$ cat src/rtl/fetch_pkg.sv
// Shared types for the fetch PC sequencer: FSM states, PC step, NOP encoding, buffered entry.
// Pure declarations; no timing or flow-control behaviour of its own.
package fetch_pkg;

  typedef enum logic [1:0] {
    BOOT,
    RUN,
    TRAP
  } state_t;

  localparam logic [31:0] PC_INC    = 32'd4;
  localparam logic [31:0] INSTR_NOP = 32'h0000_0013;

  typedef struct packed {
    logic [31:0] pc;
    logic [31:0] instr;
    logic        misalign;
  } fetch_entry_t;

endpackage

$ cat src/rtl/fetch_buffer.sv
// DEPTH-entry FIFO of fetch entries with synchronous flush; head is visible combinationally.
// Push is accepted when not full or when popping in the same cycle; flush drops everything.
module fetch_buffer
  import fetch_pkg::*;
#(
  parameter int DEPTH = 3
) (
  input  logic                         clk,
  input  logic                         rst,
  input  logic                         push,
  input  fetch_entry_t                 push_entry,
  input  logic                         pop,
  input  logic                         flush,
  output fetch_entry_t                 head,
  output logic [$clog2(DEPTH+1)-1:0]   count,
  output logic                         full,
  output logic                         empty
);

  localparam int PW = $clog2(DEPTH);
  localparam int CW = $clog2(DEPTH + 1);

  fetch_entry_t  mem [DEPTH];
  logic [PW-1:0] wr_q;
  logic [PW-1:0] rd_q;
  logic [CW-1:0] cnt_q;
  logic          do_push;
  logic          do_pop;

  // Depth need not be a power of two, so pointers wrap explicitly.
  function automatic logic [PW-1:0] ptr_next(input logic [PW-1:0] p);
    return (p == PW'(DEPTH - 1)) ? '0 : p + 1'b1;
  endfunction

  assign empty   = (cnt_q == '0);
  assign full    = (cnt_q == CW'(DEPTH));
  assign count   = cnt_q;
  assign head    = mem[rd_q];
  assign do_pop  = pop && !empty;
  assign do_push = push && (!full || do_pop);

  always_ff @(posedge clk or negedge rst) begin
    if (!rst) begin
      wr_q  <= '0;
      rd_q  <= '0;
      cnt_q <= '0;
      for (int i = 0; i < DEPTH; i++) begin
        mem[i] <= '0;
      end
    end else if (flush) begin
      wr_q  <= '0;
      rd_q  <= '0;
      cnt_q <= '0;
    end else begin
      if (do_push) begin
        mem[wr_q] <= push_entry;
        wr_q      <= ptr_next(wr_q);
      end
      if (do_pop) begin
        rd_q <= ptr_next(rd_q);
      end
      cnt_q <= cnt_q + CW'(do_push) - CW'(do_pop);
    end
  end

endmodule

$ cat src/rtl/fetch_pc_sequencer.sv
// PC/fetch sequencer for a 1-cycle imem: request C -> out_valid C+2, redirect N -> target out N+3.
// out_ready=0 fills the buffer then stalls requests; FETCH_MISALIGN_TRAP_EN adds misaligned-redirect traps.
module fetch_pc_sequencer
  import fetch_pkg::*;
#(
  parameter logic [31:0] RESET_VECTOR = 32'h0000_0000,
  parameter int          BUF_DEPTH    = 3
) (
  input  logic        clk,
  input  logic        rst,
  output logic [31:0] imem_addr,
  output logic        imem_req,
  input  logic [31:0] imem_rdata,
  input  logic        redirect_valid,
  input  logic [31:0] redirect_pc,
  output logic        out_valid,
  input  logic        out_ready,
  output logic [31:0] out_pc,
  output logic [31:0] out_instr
`ifdef FETCH_MISALIGN_TRAP_EN
  ,
  output logic        out_misalign
`endif
);

  localparam int CW = $clog2(BUF_DEPTH + 1);

  state_t        state_q;
  logic [31:0]   pc_q;
  logic [31:0]   pending_pc_q;
  logic          pending_q;
  logic [CW-1:0] count;
  logic [CW:0]   occupancy;
  logic          unused_full;
  logic          empty;
  logic          push;
  logic          pop;
  logic          misalign_redirect;
  logic          trap_push;
  fetch_entry_t  head;
  fetch_entry_t  push_entry;

`ifdef FETCH_MISALIGN_TRAP_EN
  logic        trap_push_q;
  logic [31:0] trap_pc_q;

  assign misalign_redirect = redirect_valid && (redirect_pc[1:0] != 2'b00);
  assign trap_push         = trap_push_q && !redirect_valid;
  assign out_misalign      = !empty && head.misalign;

  always_ff @(posedge clk or negedge rst) begin
    if (!rst) begin
      trap_push_q <= 1'b0;
      trap_pc_q   <= '0;
    end else begin
      trap_push_q <= misalign_redirect;
      if (misalign_redirect) begin
        trap_pc_q <= redirect_pc;
      end
    end
  end
`else
  logic unused_misalign;

  assign misalign_redirect = 1'b0;
  assign trap_push         = 1'b0;
  assign unused_misalign   = head.misalign;
`endif

  // In-flight read reserves a slot; a same-cycle pop is deliberately not credited.
  assign occupancy = {1'b0, count} + {{CW{1'b0}}, pending_q};
  assign imem_req  = (state_q == RUN) && !redirect_valid && (occupancy < (CW+1)'(BUF_DEPTH));
  assign imem_addr = pc_q;
  assign out_valid = !empty;
  assign pop       = !empty && out_ready;
  assign out_pc    = head.pc;
  assign out_instr = head.instr;

  always_comb begin
    push       = trap_push || (pending_q && !redirect_valid);
    push_entry = '{pc: pending_pc_q, instr: imem_rdata, misalign: 1'b0};
    if (trap_push) begin
      push_entry = '{pc: trap_pc_q_or_zero(), instr: INSTR_NOP, misalign: 1'b1};
    end
  end

  function automatic logic [31:0] trap_pc_q_or_zero();
`ifdef FETCH_MISALIGN_TRAP_EN
    return trap_pc_q;
`else
    return 32'h0;
`endif
  endfunction

  always_ff @(posedge clk or negedge rst) begin
    if (!rst) begin
      state_q      <= BOOT;
      pc_q         <= RESET_VECTOR;
      pending_q    <= 1'b0;
      pending_pc_q <= RESET_VECTOR;
    end else begin
      pending_q <= imem_req;
      if (imem_req) begin
        pending_pc_q <= pc_q;
        pc_q         <= pc_q + PC_INC;
      end
      if (redirect_valid) begin
        pc_q    <= redirect_pc & ~32'h3;
        state_q <= misalign_redirect ? TRAP : RUN;
      end else if (state_q == BOOT) begin
        state_q <= RUN;
      end
    end
  end

  fetch_buffer #(
    .DEPTH(BUF_DEPTH)
  ) u_buf (
    .clk       (clk),
    .rst       (rst),
    .push      (push),
    .push_entry(push_entry),
    .pop       (pop),
    .flush     (redirect_valid),
    .head      (head),
    .count     (count),
    .full      (unused_full),
    .empty     (empty)
  );

endmodule

$ cat config.mk
export PLATFORM = sky130hd
export DESIGN_NAME = fetch_pc_sequencer
export DESIGN_NICKNAME = d
export VERILOG_FILES = /design/src/rtl/fetch_pkg.sv /design/src/rtl/fetch_buffer.sv /design/src/rtl/fetch_pc_sequencer.sv
export SDC_FILE = /design/constraint.sdc
export NUM_CORES = 1
export LEC_CHECK = 0
export ABC_AREA = 0
export CORE_AREA = 4 4 175 177
export CTS_BUF_LIST = sky130_fd_sc_hd__clkbuf_4
export DETAILED_ROUTE_END_ITERATION = 6
export DIE_AREA = 0 0 179 181
export SYNTH_ARGS = -nofsm -noshare
export SYNTH_HDL_FRONTEND = slang
export SYNTH_SLANG_ARGS = --single-unit
$ cat constraint.sdc
create_clock -name clk -period 3.3 [get_ports clk]
set_input_delay 0.33 -clock clk [delete_from_list [all_inputs] [get_ports clk]]
set_output_delay 0.33 -clock clk [all_outputs]
set_load 0.005 [all_outputs]
==> summary.txt <==
Synthesis
  • Sequential share of the synthesized area: 0.554
  • Cell count after synthesis: 910
  • Seq cells post-synth: approximately 250
  • Count of cell types in the netlist: 41
  • Mapped Area: roughly 0.011 sq mm
  • Syn avg cell area: between 10 and 15 sq um
  • Ys Warns: 0

Finish
  • Post-Layout Cell Count: around 1500
  • Commonest non-fill, non-tap cell in the layout: dfrtp_1
  • Final instance area: ~0.014 sq mm
  • Filler Cells Inserted: 2656
  • Layout area overhead: 25.3%
  • Proportion of layout cells with a drive suffix above 1: 0.317
  • Commonest cells after routing, fill and taps aside: dfrtp_1, mux2_2, clkdlybuf4s50_1
  • Final net count: 1181

Critical path
  • WS Path Type: flop to output pin
  • CP Max Fanout: 30
  • R2R cell count: 7
  • Worst Path Required: 2.97 ns
  • Worst Setup End Kind: output pin
  • Type of origin of the critical path: flop
  • CP Data Arrival Time: roughly 2.8 ns

Clock network
  • CTS tree: built
  • Worst skew pair latency: 0.66 ns
  • Total clock sinks: 254
  • Clock Tree Root: clkbuf_4
  • TritonCTS buffer count: 72
  • Clock H-tree levels: 3
  • Clock Tree Buf Depth: 3
  • Post-CTS setup buffers: 0
  • Worst-path clk slew: 0.06 ns

Detailed routing
  • # DRC: 0
  • Vias per inst: 5.02
  • DR iter-0 viols: 357
  • Vias: 7723
  • Post-route ant nets: 0
  • Total wire length: 27.3 mm
  • WL/cell: 17.7 um
  • TritonRoute pass-1 iters: 4

Power
  • Peak supply drop: around 0.00034 V
  • P_leak: 6.21 nW
  • Power Density: roughly 750 mW/mm^2

Flow run
  • Max cap viols: 0

STA
  • Hold Fails Final Rpt: 0
  • Fmax: 0.320 GHz
  • Actual slew at the worst max-slew pin: 0.657 ns
  • Setup TNS: 0 ns
  • RSZ-0062 raised after global routing: false
  • Final worst clock skew: 0.0320 ns
  • Slew Limit Headroom: 0.562
  • Min Tclk post-route: 3.12 ns
  • Final cycle utilization of the critical path: 0.946
  • Worst setup margin: 0.179 ns
  • Worst hold slack: 0.239 ns
  • Final Setup Violations: 0
  • Max Slew Vio Count: 0

Place
  • Pre-CTS setup slack: 0.776 ns
  • DP Wirelength: roughly 17 mm
  • Placer Congestion: 0.767
  • Dpl cells: 1423
  • DP Area: 0.0135 sq mm
  • # port buffers: 159

GRT
  • Total grt overflow: 0
  • Largest net degree at the start of global routing: 86
  • First-pass GRT wire length: around 45 mm
  • Initial antenna violation count: 1
  • Total GRT Usage: 0.172
  • Vias in the first global route: 8275

Floorplanning
  • I/O pins: 166
  • Die Area: 0.0324 sq mm
  • Die H: around 180 um
  • Starting density of the core: 0.392
  • Rows: 63
  • Die W: roughly 180 um
  • CORE AREA: 0.0292 sq mm

Worst hold path
  • Min-delay worst type: input pin to flop
  • Hold Crit Depth: 3

Status
  • Status: completed
==> path summary, 6_finish.rpt <==
check	end	slack, ns	startpoint
max	out_pc[28]	0.18	u_buf.rd_q[1]
min	imem_addr[10]	0.24	redirect_pc[10]
max reg2reg	pending_pc_q[3]	0.89	u_buf.count[0]
min reg2reg	u_buf.mem[193]	0.50	u_buf.mem[193]
max in group asynchronous	u_buf.mem[111]	2.12	rst
min in group asynchronous	u_buf.mem[20]	0.25	rst
==> critical path, stage by stage (launching register included) <==
cell             delay, ns
dfrtp_4               0.81
buf_4                 0.35
mux2i_1               0.10
o21ai_0               0.30
clkdlybuf4s50_1       0.57
==> metrics by stage <==
stage                     total power, mW  utilization
after global placement               8.07        0.463
after floorplan                      6.25            -
final                                10.8        0.492
after global routing                 11.5        0.492
after detailed placement             8.16        0.463
after CTS                            11.0        0.492
==> Yosys cell counts, drive strengths merged <==
master	number	area (sq um)
inv	7	26.3
xnor2	23	201
buf	36	190
nor2	9	33.8
nand3b	1	7.51
or4	1	11.3
mux2	218	2450
nor2b	4	25.0
nand2	109	412
mux2i	65	651
a21o	1	7.51
clkbuf	22	82.6
ha	5	62.6
nand4	6	37.5
or4b	1	13.8
o21ai	90	450
dfrtp	254	6360
nand3	12	77.6
nor3	11	60.1
conb	2	7.51
nor4	11	139
a21oi	1	5.00
nor3b	1	7.51
or2	2	12.5
and2	2	12.5
xor2	7	61.3
and3	3	18.8
and4	4	37.5
and2b	2	15.0
==> sequential cells by signal, summed over array words and instances (netlist names) <==
| name | cells |
|---|---|
| u_buf.rd_q | 2 |
| pending_pc_q | 30 |
| u_buf.mem | 186 |
| pending_q | 1 |
| state_q | 1 |
| u_buf.count | 2 |
| imem_addr | 30 |
| u_buf.wr_q | 2 |
==> report_power, final <==
part	leakage (nW)	internal, mW	switching [mW]	total (mW)
combinational	2.48	2.05	1.32	3.37
sequential	3.21	4.08	0.590	4.67
clock	0.512	1.50	1.23	2.73
==> cell type report <==
type                            instances  area [sq um]  share of cell area
Clock inverter                         10          63.8             0.00444
Multi-Input combinational cell        594          4860               0.338
Inverter                                7          26.3             0.00183
Clock buffer                          104           781              0.0543
Sequential cell                       254          6360               0.442
Tap cell                              390           488              0.0339
Timing Repair Buffer                  179          1810               0.126
Antenna cell                            1          2.50            0.000174
==> metal layers <==
| metal | up-vias | track usage | share of wire |
|---|---|---|---|
| met2 | 207 | 0.266 | 0.46 |
| li1 | 3617 | - | - |
| met5 | - | 0 | 0 |
| met4 | 0 | 0.0525 | 0.016 |
| met1 | 3858 | 0.242 | 0.47 |
| met3 | 41 | 0.0421 | 0.055 |
==> cells by family (layout without fill, tap and decap cells) <==
group                    after synthesis  in the layout  synth area share
XOR/XNOR                              30             30            0.0229
AND/OR/NAND/NOR                      179            179            0.0802
flip-flops                           254            254             0.554
multiplexers                         283            283             0.271
adder cells (fa/ha/maj)                5              5           0.00545
AO/OA/AOI/OAI                         92             92            0.0403
other                                  2              6          0.000654
buffers and inverters                 65            300            0.0261
==> timing repair <==
| action | CTS | global route |
|---|---|---|
| hold endpoints to repair | 82 | 0 |
| resized for setup | 0 | 1 |
| endpoints found under the setup margin | 0 | 1 |
| hold buffers | 1 | 0 |
No activity file was read; power rests on OpenSTA's default activity.
